===== src/rtl/multi_key_debouncer.sv =====
// multi_key_debouncer
//   N independent push-button channels. Each channel synchronises its raw pin,
//   debounces it with a consecutive-mismatch counter, normalises polarity so
//   that 1 always means "pressed", and emits single-cycle press / release /
//   long-press / auto-repeat pulses for the user logic.
module multi_key_debouncer #(
    parameter int N_KEYS          = 4,
    parameter int ACTIVE_LOW      = 1,
    parameter int DEBOUNCE_CYCLES = 4194304,
    parameter int HOLD_CYCLES     = 50000000,
    parameter int REPEAT_CYCLES   = 10000000,
    parameter int REPEAT_EN       = 1
) (
    input  logic              i_sys_clk,
    input  logic              i_rst_n,
    input  logic [N_KEYS-1:0] i_key,
    output logic [N_KEYS-1:0] o_state,
    output logic [N_KEYS-1:0] o_press,
    output logic [N_KEYS-1:0] o_release,
    output logic [N_KEYS-1:0] o_long,
    output logic [N_KEYS-1:0] o_repeat
);

    localparam int CNT_W   = $clog2(DEBOUNCE_CYCLES + 1);
    localparam int TMR_MAX = (HOLD_CYCLES > REPEAT_CYCLES) ? HOLD_CYCLES : REPEAT_CYCLES;
    localparam int TMR_W   = $clog2(TMR_MAX + 1);

    // Counter value at which one more mismatching sample flips the level.
    localparam logic [CNT_W-1:0] CNT_LAST  = CNT_W'(DEBOUNCE_CYCLES);
    localparam logic [CNT_W-1:0] CNT_ONE   = CNT_W'(1);
    localparam logic [TMR_W-1:0] HOLD_LAST = TMR_W'(HOLD_CYCLES - 1);
    localparam logic [TMR_W-1:0] REP_LAST  = TMR_W'(REPEAT_CYCLES - 1);
    localparam logic [TMR_W-1:0] TMR_ONE   = TMR_W'(1);

    // Pin level that means "not pressed"; also the synchroniser reset value.
    localparam logic IDLE_PIN = (ACTIVE_LOW != 0);
    localparam logic REP_ON   = (REPEAT_EN != 0);

    typedef enum logic [1:0] {
        KEY_RELEASED = 2'd0,
        KEY_PRESSED  = 2'd1,
        KEY_HELD     = 2'd2
    } key_state_e;

    logic rst_meta_q;
    logic rst_sync_q;

    // Reset synchroniser: asserts immediately, releases on a clock edge.
    // NOTE: every flop is written with <= so all registers update together at the edge;
    // blocking assignments here would let later statements see the new value.
    always_ff @(posedge i_sys_clk or negedge i_rst_n) begin
        if (!i_rst_n) begin
            rst_meta_q <= 1'b0;
            rst_sync_q <= 1'b0;
        end else begin
            rst_meta_q <= 1'b1;
            rst_sync_q <= rst_meta_q;
        end
    end

    for (genvar g = 0; g < N_KEYS; g++) begin : g_key
        logic             key_meta_q;
        logic             key_sync_q;
        logic             key_pressed;
        logic [CNT_W-1:0] cnt_q,     cnt_d;
        logic             level_q,   level_d;
        logic             rise,      fall;
        key_state_e       fsm_q,     fsm_d;
        logic [TMR_W-1:0] timer_q,   timer_d;
        logic             press_q,   press_d;
        logic             release_q, release_d;
        logic             long_q,    long_d;
        logic             repeat_q,  repeat_d;

        // Two-flop pin synchroniser; the chain starts sampling on the first edge after reset.
        always_ff @(posedge i_sys_clk or negedge i_rst_n) begin
            if (!i_rst_n) begin
                key_meta_q <= IDLE_PIN;
                key_sync_q <= IDLE_PIN;
            end else begin
                key_meta_q <= i_key[g];
                key_sync_q <= key_meta_q;
            end
        end

        assign key_pressed = key_sync_q ^ IDLE_PIN;

        // Debounce: count consecutive samples disagreeing with the level, flip once the run is long enough.
        // NOTE: every signal gets a default before any branch so no path leaves it unassigned,
        // which would otherwise infer a latch.
        always_comb begin
            cnt_d   = cnt_q;
            level_d = level_q;
            rise    = 1'b0;
            fall    = 1'b0;
            if (key_pressed == level_q) begin
                cnt_d = '0;
            end else if (cnt_q == CNT_LAST) begin
                cnt_d   = '0;
                level_d = ~level_q;
                rise    = ~level_q;
                fall    = level_q;
            end else begin
                cnt_d = cnt_q + CNT_ONE;
            end
        end

        // Press/hold/repeat FSM driven by the debounced edges; a release drops any event due that cycle.
        always_comb begin
            fsm_d     = fsm_q;
            timer_d   = timer_q;
            press_d   = rise;
            release_d = fall;
            long_d    = 1'b0;
            repeat_d  = 1'b0;
            case (fsm_q)
                KEY_RELEASED: begin
                    timer_d = '0;
                    if (rise) begin
                        fsm_d = KEY_PRESSED;
                    end
                end
                KEY_PRESSED: begin
                    if (fall) begin
                        fsm_d   = KEY_RELEASED;
                        timer_d = '0;
                    end else if (timer_q == HOLD_LAST) begin
                        fsm_d    = KEY_HELD;
                        timer_d  = '0;
                        long_d   = 1'b1;
                        repeat_d = REP_ON;
                    end else begin
                        timer_d = timer_q + TMR_ONE;
                    end
                end
                KEY_HELD: begin
                    if (fall) begin
                        fsm_d   = KEY_RELEASED;
                        timer_d = '0;
                    end else if (timer_q == REP_LAST) begin
                        timer_d  = '0;
                        repeat_d = REP_ON;
                    end else begin
                        timer_d = timer_q + TMR_ONE;
                    end
                end
                default: begin
                    fsm_d   = KEY_RELEASED;
                    timer_d = '0;
                end
            endcase
        end

        // Channel state and registered event pulses, cleared by the synchronised reset.
        always_ff @(posedge i_sys_clk or negedge rst_sync_q) begin
            if (!rst_sync_q) begin
                cnt_q     <= '0;
                level_q   <= 1'b0;
                fsm_q     <= KEY_RELEASED;
                timer_q   <= '0;
                press_q   <= 1'b0;
                release_q <= 1'b0;
                long_q    <= 1'b0;
                repeat_q  <= 1'b0;
            end else begin
                cnt_q     <= cnt_d;
                level_q   <= level_d;
                fsm_q     <= fsm_d;
                timer_q   <= timer_d;
                press_q   <= press_d;
                release_q <= release_d;
                long_q    <= long_d;
                repeat_q  <= repeat_d;
            end
        end

        assign o_state[g]   = level_q;
        assign o_press[g]   = press_q;
        assign o_release[g] = release_q;
        assign o_long[g]    = long_q;
        assign o_repeat[g]  = repeat_q;
    end

endmodule


===== config.mk =====
export PLATFORM = sky130hd
export DESIGN_NAME = multi_key_debouncer
export DESIGN_NICKNAME = d
export VERILOG_FILES = /design/src/rtl/multi_key_debouncer.sv
export SDC_FILE = /design/constraint.sdc
export NUM_CORES = 1
export LEC_CHECK = 0
export ABC_AREA = 0
export CAP_MARGIN = 20
export CORE_ASPECT_RATIO = 1.75
export CORE_UTILIZATION = 31
export DETAILED_ROUTE_END_ITERATION = 12
export PLACE_DENSITY = 0.54
export SKIP_LAST_GASP = 1
export SYNTH_ARGS = -nofsm -noshare
export SYNTH_HDL_FRONTEND = slang
export SYNTH_SLANG_ARGS = --single-unit

===== constraint.sdc =====
create_clock -name i_sys_clk -period 8.8 [get_ports i_sys_clk]
set_input_delay 0.88 -clock i_sys_clk [delete_from_list [all_inputs] [get_ports i_sys_clk]]
set_output_delay 0.88 -clock i_sys_clk [all_outputs]
set_load 0.02 [all_outputs]

==> out/qor.txt, run 1 <==
run status -> completed
# port buffers -> 25
maxcap violations -> 0
synth unique cells -> 48
Place WS -> 5.75 ns
Final Wtd Congestion -> 0.802
r2r setup slk -> 5.78 ns
Max Clock Freq -> 0.331 GHz
Slew Limit Fails -> 0
number of synthesized flops with an enable pin -> 0
FFs w/ async S/R, synth -> 100%
share of the synthesized area in the top cell type -> 48.2%
crit path launch -> g_key[3].cnt_q[0]
post-synth top area cell -> dfrtp_1
R2R Path End -> g_key[3].timer_q[4]
number of synthesized register bits -> 234
Final Hold Fails -> 0
vias in the first global route -> 8689
Die Span X -> 149 um
FF-to-FF Start -> g_key[3].cnt_q[0]
final WL -> 24400 um
root buffer cell -> clkbuf_16
CTS Buf Count -> 26
sequential fraction of the synthesis area -> 50.0%
routed len/inst -> 14.2 um
main flop type after synthesis -> dfrtp_1
setup TNS -> 0 ns
Layout Skew -> 0.0133 ns
Worst Path Max Fanout -> 26
Synth area leaders -> dfrtp_1 48%, xor2_1 7.5%, nor2_1 7.3%
I/O pin cnt -> 26
relative slew slack -> 23.2%
via count -> 8508
fin crit share -> 34.3%
share of cells above drive strength 1 -> 5.42%
P&R area growth vs syn -> 12.9%
Critical Path Sink -> g_key[3].timer_q[4]
Clock transition at path regs -> 0.06 ns
Die ar. -> 0.0387 mm2
FP Rows -> 94
GRT Util Overall -> 13.1%
total gr overflow -> 0
Crit path required time -> 9.18 ns
number of endpoints failing setup at the final stage -> 0
worst hold path type -> flop to asynchronous set/reset pin
first-pass iteration count of the detailed router -> 4
Total Nets Final -> 1248
Cell Area, Synth -> 0.0117 mm2
Crit. End Element -> flop
cells on worst reg2reg path -> 7
TritonCTS Sinks -> 234
fin area -> 0.0132 mm2
WS Path Type -> flop to flop
1st-iter DRT viols -> 415
Avg Inst Size Synth -> 9.72 um2
startpoint types -> flop
DRC -> 0
dpl hpwl -> 16700 um
Vias/cell -> 4.96
final worst slack -> 5.78 ns
RSZ-0062 raised after global routing -> false
CP Data Arrival Time -> 3.40 ns
antenna violations before repair -> 0
Hold Buf Count CTS -> 0
post-layout min period -> 3.02 ns
largest net degree at the start of global routing -> 171
worst slew pin tran -> 1.15 ns
YS warnings -> 0
first-pass GRT wire length -> 41800 um
clock latency on the worst-skew pair -> 0.54 ns
CTS tree -> done
placed cell areas -> 0.0124 mm2
ANT cells -> 0
Clock Path Buffers -> 3
Peak supply drop -> 95.3 uV
initial core utilization -> 31.4%
PwrDens -> 171 mW/mm2
syn_nets -> 1239
postcts setup bufs -> 0
final design utilization -> 35.4%
htree depth -> 1
DIE HEIGHT -> 259 um
post-CTS sizing -> 0
Pleak -> 5.38 nW
Mapped Cells -> 1208
Core Footprint -> 0.0374 mm2
remaining antenna violation count after routing -> 0
-- through the flow --
step / total power (W) / hold slack, ns / cells
floorplan: 0.00114 / 0.331 / 1208
global route: 0.00236 / 0.363 / 1717
finish: 0.00226 / 0.311 / 1717
detailed placement: 0.00116 / 0.336 / 1668
global placement: 0.00116 / 0.334 / 1667
CTS: 0.00231 / 0.357 / 1716
-- registers in the layout (all words and copies together) (netlist names) --
signal            flops
g_key.long_q          4
g_key.level_q         4
g_key.cnt_q          92
g_key.key_sync_q      4
rst_sync_q            1
g_key.release_q       4
rst_meta_q            1
g_key.fsm_q           8
g_key.press_q         4
g_key.key_meta_q      4
g_key.timer_q       104
g_key.repeat_q        4
-- cell usage after synthesis, drive strengths merged (25+ instances only) --
cell	n
nand2	76
nand3	81
nor2	229
inv	40
nor4	30
and3	31
xnor2	75
buf	28
nor3	33
xor2	101
nand4	53
ha	25
and4	29
dfrtp	226
-- final cells by class --
cell class | count | area (um2)
clock buffer | 41 | 788
sequential | 234 | 5870
multi-input combinational | 884 | 5440
fill | 3750 | 24200
inverter | 40 | 150
clock inverter | 7 | 95.1
timing repair buffer | 31 | 305
tap | 480 | 601
-- cell families (layout without fill, tap and decap cells) --
group                      Yosys count  in the layout  share of synthesized area (%)
xor gates and xnor gates           176            176                           13.1
other                                1              1                         0.0319
adders and majority gates           25             25                           2.66
AOI/OAI and AO/OA                   46             46                           2.70
and+or+nand+nor                    636            636                           27.8
buffers and inverters               90            119                           3.69
DFF                                234            234                           50.0
-- worst min-delay path by stage --
| stage | startpoint | to | slack, ns | depth (start not counted) |
|---|---|---|---|---|
| floorplan | rst_meta_q | rst_sync_q | 0.33 | 0 |
| global placement | rst_meta_q | rst_sync_q | 0.33 | 0 |
| detailed placement | rst_meta_q | rst_sync_q | 0.34 | 0 |
| CTS | g_key[0].key_meta_q | g_key[0].key_sync_q | 0.36 | 0 |
| global route | g_key[3].key_meta_q | g_key[3].key_sync_q | 0.36 | 0 |
| finish | rst_sync_q | g_key[1].cnt_q[14] | 0.31 | 1 |
-- routing by layer --
layer,wire length (um),track usage [%],up-vias
li1,-,-,4169
met1,9990,14.3,4165
met2,12700,24.3,117
met4,896,6.32,0
met5,0,0,-
met3,794,1.90,57
-- power by group --
group	internal, W	total (W)	switching, W
clock	0.000674	0.00112	0.000446
sequential	0.00108	0.00109	0.00000765
combinational	0.0000114	0.0000482	0.0000368
total	0.00177	0.00226	0.000491
-- cell usage in the layout, fill, tap and decap left out, drive strengths merged, types with 6 or more instances in the layout --
cell type,count
ha,25
nor3,33
nor2,229
o21ai,12
inv,42
clkbuf,42
clkdlybuf4s50,25
xnor2,75
and4,29
nand3,81
and3,31
dfstp,8
dfrtp,226
nor4,30
o211ai,6
nand4,53
xor2,101
nand4b,6
a21oi,7
nor4b,17
or3,14
nand2,76
-- worst max-delay path, stage by stage, from the launching register on --
cell	delay (ns)
dfrtp_1	0.42
inv_1	0.07
ha_1	0.13
nor4b_1	0.42
nand4_1	0.32
nor3_1	0.64
a211o_1	0.74
nor2_1	0.12
Note: power is estimated with default switching activity, not from simulation.
==> run 2: changes to the inputs <==
==> constraint.sdc (replaced) <==
create_clock -name i_sys_clk -period 2.9 [get_ports i_sys_clk]
set_input_delay 0.29 -clock i_sys_clk [delete_from_list [all_inputs] [get_ports i_sys_clk]]
set_output_delay 0.29 -clock i_sys_clk [all_outputs]
set_load 0.02 [all_outputs]
==> out/qor.txt, run 2 (synthesis gave the netlist of run 1 again) <==
run status -> completed
final worst slack -> 0.454 ns (-5.32 ns)
post-CTS sizing -> 0 (unchanged)
most frequent cells in the layout -> 229 x nor2_1, 225 x dfrtp_1, 101 x xor2_1
# port buffers -> 25 (unchanged)
Total Nets Final -> 1264 (+1.3%)
Worst Path Max Fanout -> 26 (unchanged)
I/O pin cnt -> 26 (unchanged)
Die ar. -> 0.0387 mm2 (unchanged)
Slew Limit Fails -> 0 (unchanged)
antenna violations before repair -> 0 (unchanged)
Pleak -> 5.48 nW (+1.8%)
Place WS -> 0.436 ns (-5.32 ns)
GRT Util Overall -> 13.3% (+0.20 points)
Layout Skew -> 0.0120 ns (-0.00126 ns)
Clock Path Buffers -> 3 (unchanged)
RSZ-0062 raised after global routing -> false
clock latency on the worst-skew pair -> 0.55 ns (about the same)
commonest non-fill, non-tap cell in the layout -> nor2_1
worst hold path type -> input port to asynchronous set/reset pin
FP Rows -> 94 (unchanged)
Final Hold Fails -> 0 (unchanged)
Hold Buf Count CTS -> 0 (unchanged)
TritonCTS Sinks -> 234 (unchanged)
Core Footprint -> 0.0374 mm2 (unchanged)
CP Data Arrival Time -> 2.88 ns (-0.52 ns)
Vias/cell -> 4.89 (-1.4%)
vias in the first global route -> 8712 (+0.26%)
postcts setup bufs -> 0 (unchanged)
setup TNS -> 0 ns (unchanged)
CTS tree -> done
first-pass iteration count of the detailed router -> 7 (+3)
relative slew slack -> 39.0% (+16 points)
via count -> 8466 (-0.49%)
Final Wtd Congestion -> 0.783 (-2.3%)
Max Clock Freq -> 0.409 GHz (+24%)
initial core utilization -> 31.4% (unchanged)
CTS Buf Count -> 26 (unchanged)
biggest registers after layout -> g_key.timer_q x104, g_key.cnt_q x92, g_key.fsm_q x8
dpl hpwl -> 16600 um (about the same)
maxcap violations -> 0 (unchanged)
WS Path Type -> flop to flop
total gr overflow -> 0 (unchanged)
first-pass GRT wire length -> 42500 um (+1.6%)
final hold slack -> 0.0462 ns (-0.265 ns)
share of cells above drive strength 1 -> 6.79% (+1.4 points)
startpoint types -> flop
htree depth -> 1 (unchanged)
Crit path required time -> 3.33 ns (-5.85 ns)
DRC -> 0 (unchanged)
Peak supply drop -> 309 uV (+220%)
remaining antenna violation count after routing -> 0 (unchanged)
fin crit share -> 84.3% (+50 points)
routed len/inst -> 14.1 um (-0.65%)
largest net degree at the start of global routing -> 100 (-42%)
1st-iter DRT viols -> 445 (+7.2%)
worst slew pin tran -> 0.902 ns (-0.250 ns)
number of endpoints failing setup at the final stage -> 0 (unchanged)
Crit. End Element -> flop
PwrDens -> 513 mW/mm2 (+200%)
root buffer cell -> clkbuf_16
Clock transition at path regs -> 0.06 ns (about the same)
most flop-heavy register -> g_key.timer_q
max reg flops -> 104 (unchanged)
DIE HEIGHT -> 259 um (unchanged)
Die Span X -> 149 um (unchanged)
final WL -> 24500 um (+0.22%)
P&R area growth vs syn -> 14.1%
post-layout min period -> 2.45 ns (-0.576 ns)
-- run 2: stage by stage --
| step | util, % | instances | area, um2 | total power [W] |
|---|---|---|---|---|
| CTS | 35.8 | 1731 | 13400 | 0.00702 |
| global placement | 33.5 | 1685 | 12500 | 0.00353 |
| finish | 35.8 | 1732 | 13400 | 0.00688 |
| detailed placement | 33.5 | 1685 | 12500 | 0.00354 |
| floorplan | - | 1208 | 11700 | 0.00347 |
| global route | 35.8 | 1731 | 13400 | 0.00715 |
-- run 2: path summary, 6_finish.rpt --
| path | start | endpoint | slack (ns) | cells past startpoint |
|---|---|---|---|---|
| setup / recovery | g_key[0].timer_q[0] | g_key[0].timer_q[2] | 0.45 | 7 |
| hold / removal | i_rst_n | rst_meta_q | 0.05 | 1 |
| setup reg to reg | g_key[0].timer_q[0] | g_key[0].timer_q[2] | 0.45 | 7 |
| hold reg to reg | rst_sync_q | g_key[1].cnt_q[3] | 0.12 | 0 |
| max in group asynchronous | rst_sync_q | g_key[0].timer_q[3] | 2.03 | 1 |
| min in group i_sys_clk | i_key[1] | g_key[1].key_meta_q | 0.15 | 1 |
-- run 2: routing by layer --
metal | routed length, um | vias to the layer above | GRT usage (%)
met5 | 0 | - | 0
met4 | 816 | 0 | 5.78
met3 | 676 | 47 | 1.56
met2 | 13000 | 118 | 24.5
met1 | 10000 | 4117 | 15.2
li1 | - | 4184 | -
-- run 2: cell type report --
class                   instances  area (um2)
fillers                      3789       24000
flip-flops and latches        234        5870
multi-input cells             884        5440
clock buffers                  35         734
well taps                     480         601
repair buffers                 47         453
inverters                      40         150
clock inverters                11         145
diodes                          1        2.50
-- run 2: worst max-delay path: stages, from the launching register on --
cell and delay, ns:
dfrtp_1 0.39, ha_1 0.19, nand3_1 0.20, or4_4 0.63, o41a_1 0.47, o211ai_4 0.19
buf_12 0.19, nor2_1 0.07
-- run 2: power by group --
part | total, W | internal, W | switching, W | leakage (nW)
logic | 0.000152 | 0.0000415 | 0.000110 | 1.85
registers | 0.00332 | 0.00329 | 0.0000246 | 3.19
clock network | 0.00341 | 0.00204 | 0.00137 | 0.438
total | 0.00688 | 0.00537 | 0.00150 | 5.48
==> run 3: changes to the inputs <==
--- a/config.mk
+++ b/config.mk
@@ -10,7 +10,7 @@
 export CORE_ASPECT_RATIO = 1.75
 export CORE_UTILIZATION = 31
 export DETAILED_ROUTE_END_ITERATION = 12
-export PLACE_DENSITY = 0.54
+export PLACE_DENSITY = 0.55
 export SKIP_LAST_GASP = 1
 export SYNTH_ARGS = -nofsm -noshare
 export SYNTH_HDL_FRONTEND = slang
==> constraint.sdc (replaced) <==
create_clock -name i_sys_clk -period 2.05 [get_ports i_sys_clk]
set_input_delay 0.205 -clock i_sys_clk [delete_from_list [all_inputs] [get_ports i_sys_clk]]
set_output_delay 0.205 -clock i_sys_clk [all_outputs]
set_load 0.02 [all_outputs]
==> out/qor.txt, run 3 (synthesis gave the netlist of run 1 again) <==
Peak supply drop -> 601 uV (+95%)
CP Data Arrival Time -> 2.73 ns (-0.15 ns)
maxcap violations -> 0 (unchanged)
setup TNS -> -8.33 ns (-8.33 ns)
slowest CP cell -> or4_1
ANT cells -> 0 (-1)
worst hold path type -> input port to flop
biggest registers after layout -> g_key.timer_q x104, g_key.cnt_q x92, g_key.fsm_q x8
remaining antenna violation count after routing -> 0 (unchanged)
max reg flops -> 104 (unchanged)
GRT Util Overall -> 13.6% (+0.35 points)
# port buffers -> 25 (unchanged)
post-layout min period -> 2.33 ns (-0.120 ns)
final WL -> 25900 um (+5.7%)
RSZ-0062 raised after global routing -> true
P&R area growth vs syn -> 23.9%
share of cells above drive strength 1 -> 16.0% (+9.2 points)
FP Rows -> 94 (unchanged)
CTS Buf Count -> 25 (-3.8%)
Total Nets Final -> 1372 (+8.5%)
dpl hpwl -> 17300 um (+4.0%)
1st-iter DRT viols -> 326 (-27%)
worst slew pin tran -> 0.635 ns (-0.268 ns)
DRC -> 0 (unchanged)
antenna violations before repair -> 0 (unchanged)
htree depth -> 1 (unchanged)
first-pass iteration count of the detailed router -> 4 (-3)
failing checks -> negative setup slack
I/O pin cnt -> 26 (unchanged)
delay-heaviest family, CP -> simple AND/OR/NAND/NOR gates
run status -> finished with violations
Die Span X -> 149 um (unchanged)
initial core utilization -> 31.4% (unchanged)
Final Wtd Congestion -> 0.791 (+1.0%)
Worst Path Max Fanout -> 26 (unchanged)
DIE HEIGHT -> 259 um (unchanged)
Final Hold Fails -> 0 (unchanged)
Place WS -> -0.300 ns (-0.736 ns)
fin crit share -> 113% (+29 points)
most flop-heavy register -> g_key.timer_q
most frequent cells in the layout -> 225 x nor2_1, 225 x dfrtp_1, 110 x buf_4
final worst slack -> -0.276 ns (-0.730 ns)
Clock Path Buffers -> 3 (unchanged)
Crit path buffers/inverters -> 1 (unchanged)
relative slew slack -> 57.6% (+19 points)
Crit. End Element -> flop
routed len/inst -> 14.1 um (-0.42%)
first-pass GRT wire length -> 43900 um (+3.3%)
Critical Path Max Stage Delay -> 0.52 ns (-0.11 ns)
Slew Limit Fails -> 0 (unchanged)
Layout Skew -> 0.0107 ns (-0.00131 ns)
number of endpoints failing setup at the final stage -> 42 (+42)
Core Footprint -> 0.0374 mm2 (unchanged)
startpoint types -> flop
via count -> 8991 (+6.2%)
Die ar. -> 0.0387 mm2 (unchanged)
Fillers -> 3755 (-0.90%)
WS Path Type -> flop to flop
root buffer cell -> clkbuf_16
Clock transition at path regs -> 0.06 ns (about the same)
vias in the first global route -> 9321 (+7.0%)
TritonCTS Sinks -> 234 (unchanged)
total gr overflow -> 0 (unchanged)
Pleak -> 6.11 nW (+11%)
Vias/cell -> 4.89 (about the same)
CTS tree -> done
worst path cell trace -> or4_1 > or4_4 > o41a_1 > o211ai_4 > buf_12 > nor2_1
clock latency on the worst-skew pair -> 0.53 ns (-0.02 ns)
PwrDens -> 652 mW/mm2 (+27%)
Crit path required time -> 2.46 ns (-0.87 ns)
largest net degree at the start of global routing -> 58 (-42%)
Max Clock Freq -> 0.430 GHz (+5.1%)
run 3: cell types whose count changed in the layout (fill, tap and decap cells not counted), moves of 4 or more:
cell and change:
nor2_1 -4, clkbuf_1 +4, buf_12 +9, nor2_2 +4, buf_4 +91, nor4b_1 -5
run 3: report_power, final:
part / switching, W / total, W / internal (W)
clock network: 0.00187 / 0.00450 / 0.00263
logic: 0.000187 / 0.000298 / 0.000111
registers: 0.0000321 / 0.00469 / 0.00465
total: 0.00209 / 0.00949 / 0.00740
run 3: metal layers:
metal / GRT usage, % / vias to the layer above / routed length, um
li1: - / 4405 / -
met1: 14.8 / 4459 / 10400
met2: 26.3 / 88 / 14100
met3: 1.86 / 39 / 742
met4: 4.96 / 0 / 676
met5: 0 / - / 0
run 3: path summary, 6_finish.rpt:
check | to | slack [ns] | depth (start not counted) | start
min | g_key[0].key_meta_q | 0.08 | 1 | i_key[0]
max in group asynchronous | g_key[3].key_meta_q | 0.95 | 3 | i_rst_n
min reg2reg | g_key[2].timer_q[14] | 0.27 | 0 | rst_sync_q
max reg2reg | g_key[0].timer_q[3] | -0.28 | 6 | g_key[0].timer_q[7]
max | g_key[0].timer_q[3] | -0.28 | 6 | g_key[0].timer_q[7]
min in group asynchronous | g_key[2].timer_q[14] | 0.27 | 0 | rst_sync_q
run 3: per-stage QoR:
step           area, um2  instances  total power (W)  hold WS, ns  util, %
4_1_cts            14200       1826          0.00968       0.0478     38.1
3_5_place_dp       13400       1779          0.00505        0.289     35.7
2_1_floorplan      11800       1208          0.00491      -0.0906        -
5_1_grt            14500       1839          0.00989       0.0551     38.9
3_3_place_gp       13400       1779          0.00505        0.281     35.7
6_report           14500       1839          0.00949       0.0824     38.9
run 3: final cells by class:
| cell class | count | area, um2 | area share (%) |
|---|---|---|---|
| clock inverter | 5 | 56.3 | 0.387 |
| multi-input combinational | 887 | 5680 | 39.0 |
| inverter | 40 | 150 | 1.03 |
| clock buffer | 40 | 752 | 5.17 |
| sequential | 234 | 5870 | 40.3 |
| tap | 480 | 601 | 4.13 |
| timing repair buffer | 153 | 1440 | 9.91 |
run 3: timing repair:
item                                    CTS  global route
endpoints found under the setup margin  102           127
resized for setup                         7            25
setup buffers                             1             6
hold buffers                              1             0
pin swaps                                 1            19
endpoints found under the hold margin     2             0
gates cloned                              0             7
run 3: worst reg2reg max path: stages, from the launching register on:
cell and delay [ns]:
dfrtp_1 0.38, or4_1 0.52, or4_4 0.45, o41a_1 0.37, o211ai_4 0.22, buf_12 0.20, nor2_1 0.08
==> variant 1 (flow settings as in run 2) <==
Put one more register stage on the output `o_press`, without a reset. The value now appears one clock later. The other outputs are not delayed to match.
--- a/src/rtl/multi_key_debouncer.sv
+++ b/src/rtl/multi_key_debouncer.sv
@@ -41,6 +41,8 @@
         KEY_PRESSED  = 2'd1,
         KEY_HELD     = 2'd2
     } key_state_e;
+
+    logic [N_KEYS-1:0] o_press_d;
 
     logic rst_meta_q;
     logic rst_sync_q;
@@ -175,11 +177,15 @@
         end
 
         assign o_state[g]   = level_q;
-        assign o_press[g]   = press_q;
+        assign o_press_d[g]   = press_q;
         assign o_release[g] = release_q;
         assign o_long[g]    = long_q;
         assign o_repeat[g]  = repeat_q;
     end
 
+    always_ff @(posedge i_sys_clk) begin
+        o_press <= o_press_d;
+    end
+
 endmodule
 
Behaviour: no difference found for any inputs over 10 cycles, from zero or initial values and one cycle with i_rst_n low; that may be too few to reach the edited logic, so the function may still have changed.
==> variant 1 against run 2 <==
  * Power shrank 3.4%
  * Synthesized area grew 0.44%
  * Fmax shrank 1.3%
  * Worst hold slack gained 0.12 ns
  * Largest cell class unchanged
  * Sequential cell count grew 4
  * Routed wire length grew 1.3%
  * Worst setup slack lost 0.032 ns
  * Die area grew 0.43%
  * Cell area shrank 0.24%
  * Highest routed layer unchanged
  * Largest power group is now sequential cells
==> variant 1: results (changes against run 2) <==
crit_path_end: "g_key[0].timer_q[19]$_DFF_PN0_"
ys_seq_area_share_pct: 50.4  # +0.46 points
preCtsSetupSlack_ns: 0.428  # -0.00892 ns
groute.layer.met1.usage_pct: 14.9  # -0.32 points
cts_inserted_buffers: 25  # -3.8%
dr.pass1.iters: 4  # -3
cts_sinks: 238  # +1.7%
first_pass_grt_wire_length_um: 42700  # +0.49%
status: "completed"
peakVddDrop_mv: 0.326  # +5.8%
syn_area_per_cell_um2: 9.76  # +0.44%
track_usage_pct: 13.4  # +0.057 points
portion_of_total_power_attributed_to_the_clock_network_pct: 47.0  # -2.6 points
hold_path_class: "in2reg"
worst_path_arrival_ns: 2.89  # about the same
n_all_buffers: 44  # -6.4%
place_congestion: 0.778  # -0.74%
worstSkewPairLatency_ns: 0.53  # -0.02 ns
multi_input_area_share_pct: 40.7  # +0.099 points
final.fill_count: 3790  # +0.026%
synth_compound_gate_area_share_pct: 2.69  # -0.012 points
synthAdderAreaFrac_pct: 2.65  # -0.012 points
drt_iter0_markers: 335  # -25%
total_leakage_power_nw: 5.44  # -0.63%
wl_per_cell_um: 14.3  # +1.5%
placedCellCount: 1686  # +0.059%
grt_pass1_vias: 8808  # +1.1%
ys_async_sr_fraction_pct: 98.3  # -1.7 points
seq-power_w: 0.00337  # +2%
postRouteWirelength_um: 24800  # +1.3%
buf_share_pct: 3.22  # -0.16 points
grt_use_met3_pct: 1.68  # +0.12 points
tightestPinTransition_ns: 0.695  # -0.207 ns
post_dp_cell_area_mm2: 0.0126  # +0.46%
clk_share_pct: 5.93  # -0.64 points
synth_area_leaders: "sky130_fd_sc_hd__dfrtp_1 (48%), sky130_fd_sc_hd__xor2_1 (7.5%), sky130_fd_sc_hd__nor2_1 (7.3%)"
synth_cell_types: 49  # +2.1%
grt.met2_usage_pct: 25.2  # +0.66 points
internal-power_w: 0.00518  # -3.5%
worst_hold_margin_ns: 0.165  # +0.118 ns
worst_slack_ns: 0.423  # -0.0319 ns
## variant 1: cell count changes in the layout (fill, tap and decap cells not counted)
cell	before	now
sky130_fd_sc_hd__buf_4	19	16
sky130_fd_sc_hd__bufinv_16	3	1
sky130_fd_sc_hd__clkbuf_1	4	5
sky130_fd_sc_hd__clkbuf_16	26	25
sky130_fd_sc_hd__clkinv_2	6	5
sky130_fd_sc_hd__clkinv_4	0	1
sky130_fd_sc_hd__clkinv_8	1	0
sky130_fd_sc_hd__clkinvlp_4	0	2
sky130_fd_sc_hd__dfxtp_1	0	4
sky130_fd_sc_hd__diode_2	1	0
sky130_fd_sc_hd__inv_6	1	0
## variant 1: metal layers
layer / vias to the layer above / share of wire (%)
li1: 4201 / -
met1: 4189 / 40
met2: 91 / 54
met3: 44 / 3.1
met4: 0 / 2.8
met5: - / 0
==> variant 2 (config.mk and constraints of run 2) <==
Made on the original files. The parameter `DEBOUNCE_CYCLES` goes from 4194304 to 16777216.
--- a/src/rtl/multi_key_debouncer.sv
+++ b/src/rtl/multi_key_debouncer.sv
@@ -6,7 +6,7 @@
 module multi_key_debouncer #(
     parameter int N_KEYS          = 4,
     parameter int ACTIVE_LOW      = 1,
-    parameter int DEBOUNCE_CYCLES = 4194304,
+    parameter int DEBOUNCE_CYCLES = 16777216,
     parameter int HOLD_CYCLES     = 50000000,
     parameter int REPEAT_CYCLES   = 10000000,
     parameter int REPEAT_EN       = 1
Behaviour: same outputs for any inputs over 10 cycles, from zero or initial values and one cycle with i_rst_n low; that may be too few to reach the edited logic, so the function may still have changed.
==> variant 2 against run 2 <==
  * Power up 7.3%
  * Worst setup slack gained 0.017 ns
  * Sequential cell count rose by 8
  * Critical path depth increased by 1
  * Cell area up 4.0%
  * Synthesized area up 4.6%
  * Routed wire length rose by 3.5%
  * Largest cell class unchanged
==> variant 2: results (changes against run 2) <==
status: "completed"
ys_seq_area_share_pct: 49.4  # -0.59 points
vias: 8707  # +2.8%
post_dp_cell_area_mm2: 0.0130  # +3.7%
total_leakage_power_nw: 5.58  # +2.0%
drt_iter0_markers: 371  # -17%
grt_pass1_vias: 9068  # +4.1%
remaining_drc_errors: 0  # unchanged
worst_path_arrival_ns: 2.84  # -0.04 ns
htree_num_levels: 1  # unchanged
preCtsSetupSlack_ns: 0.455  # +0.0183 ns
drive_above_1_share_pct: 7.57  # +0.78 points
clk_path_buf_depth: 3  # unchanged
critical_path.slowest_cell: "sky130_fd_sc_hd__nor3_2"
hold_path_class: "in2async"
grt_start_max_net_pins: 48  # -52%
track_usage_pct: 13.0  # -0.34 points
first_pass_grt_wire_length_um: 44100  # +3.7%
synth_common_cells: "sky130_fd_sc_hd__dfrtp_1 (234), sky130_fd_sc_hd__nor2_1 (231), sky130_fd_sc_hd__xnor2_1 (94)"
ys_dominant_reg_cell: "sky130_fd_sc_hd__dfrtp_1"
num_antenna_cells: 0  # -1
timing.critical_path.from: "g_key[1].cnt_q[0]$_DFF_PN0_"
clkTransAtPathRegs_ns: 0.06  # about the same
cts_inserted_buffers: 26  # unchanged
peakVddDrop_mv: 0.323  # +4.7%
critPathLaunchType: "flop"
tightestPinTransition_ns: 0.733  # -0.169 ns
port-buffer-count: 25  # unchanged
cp_slowest_stage_delay_ns: 0.49  # -0.14 ns
fmaxAchievable_ghz: 0.412  # +0.68%
synth_area_leaders: "sky130_fd_sc_hd__dfrtp_1 (48%), sky130_fd_sc_hd__nor2_1 (7.1%), sky130_fd_sc_hd__xnor2_1 (6.7%)"
detailedPlacementHpwl_um: 17500  # +5.3%
biggestRegsByFlops: "g_key.timer_q: 104 flops, g_key.cnt_q: 100 flops, g_key.fsm_q: 8 flops"
clk_root_buffer_cell: "sky130_fd_sc_hd__clkbuf_16"
postSynthNetCount: 1275  # +2.9%
fin_setup_tns_ns: 0  # unchanged
path_max_fanout: 26  # unchanged
dr.pass1.iters: 6  # -1
final.fill_count: 3932  # +3.8%
synth_cell_types: 65  # +35%
postRouteWirelength_um: 25300  # +3.5%
worst_clock_skew_ns: 0.0117  # -0.000345 ns
place_congestion: 0.791  # +0.98%
post_cts.repair.setup_buffers: 0  # unchanged
worstSkewPairLatency_ns: 0.54
ys_async_sr_fraction_pct: 100  # unchanged
-- variant 2: cell count changes in the layout (fill, tap and decap cells not counted), sizes merged, moves of 9 or more --
cell / change
xnor2: +19
xor2: -17
nor4: +16
a21oi: +10
buf: -9
-- variant 2: logic make-up after synthesis --
family	after synthesis	synth area share, %
fa+ha+maj	24	2.44
flops	242	49.4
mux	1	0.0917
compound gates	71	3.77
xor+xnor	178	12.7
other cells	1	0.0305
simple gates	634	27.6
buf+inv	94	4.02
-- variant 2: path summary, 6_finish.rpt --
kind,to,slack (ns),cells after the start
hold reg to reg,rst_sync_q$_DFF_PN0_,0.35,0
setup reg to reg,g_key[1].timer_q[18]$_DFF_PN0_,0.47,8
max in group asynchronous,g_key[0].timer_q[15]$_DFF_PN0_,1.59,1
hold / removal,rst_meta_q$_DFF_PN0_,0.08,1
min in group i_sys_clk,g_key[2].key_meta_q$_DFF_PN1_,0.16,1
setup / recovery,g_key[1].timer_q[18]$_DFF_PN0_,0.47,8
-- variant 2: power breakdown --
group / internal [W] / leakage [nW] / switching, W / total (W)
Clock: 0.00233 / 0.467 / 0.00137 / 0.00370
Combinational: 0.0000737 / 1.83 / 0.000148 / 0.000222
Sequential: 0.00341 / 3.29 / 0.0000425 / 0.00345
-- variant 2: per-stage QoR --
| stage | hold slack, ns | total power, W | util (%) | cells |
|---|---|---|---|---|
| after global routing | 0.0995 | 0.00770 | 35.6 | 1771 |
| after floorplan | -0.00559 | 0.00366 | - | 1245 |
| final | 0.0764 | 0.00738 | 35.6 | 1771 |
| after global placement | 0.334 | 0.00374 | 33.1 | 1724 |
| after CTS | 0.0708 | 0.00754 | 35.6 | 1771 |
| after detailed placement | 0.338 | 0.00375 | 33.1 | 1724 |
-- variant 2: final cells by class --
| class | instances | area (µm²) | share of cell area [%] |
|---|---|---|---|
| inverters | 45 | 169 | 1.21 |
| repair buffers | 38 | 398 | 2.86 |
| clock inverters | 12 | 215 | 1.54 |
| multi-input cells | 909 | 5720 | 41.1 |
| well taps | 490 | 613 | 4.40 |
| flip-flops and latches | 242 | 6070 | 43.6 |
| clock buffers | 35 | 746 | 5.35 |
-- variant 2: critical path: cells and delay by family (launching register included) --
kind	cells	cell delay, ns
buffers and inverters	2	0.37
adder cells (fa/ha/maj)	1	0.13
flip-flops	1	0.42
AND/OR/NAND/NOR	4	1.20
AO/OA/AOI/OAI	1	0.16
-- variant 2: per-layer routing --
| layer | global-route usage (%) | routed length [µm] | vias to the layer above |
|---|---|---|---|
| met4 | 4.94 | 657 | 0 |
| met5 | 0 | 0 | - |
| met1 | 14.5 | 10100 | 4244 |
| met2 | 24.8 | 13800 | 104 |
| met3 | 1.53 | 750 | 44 |
| li1 | - | - | 4315 |
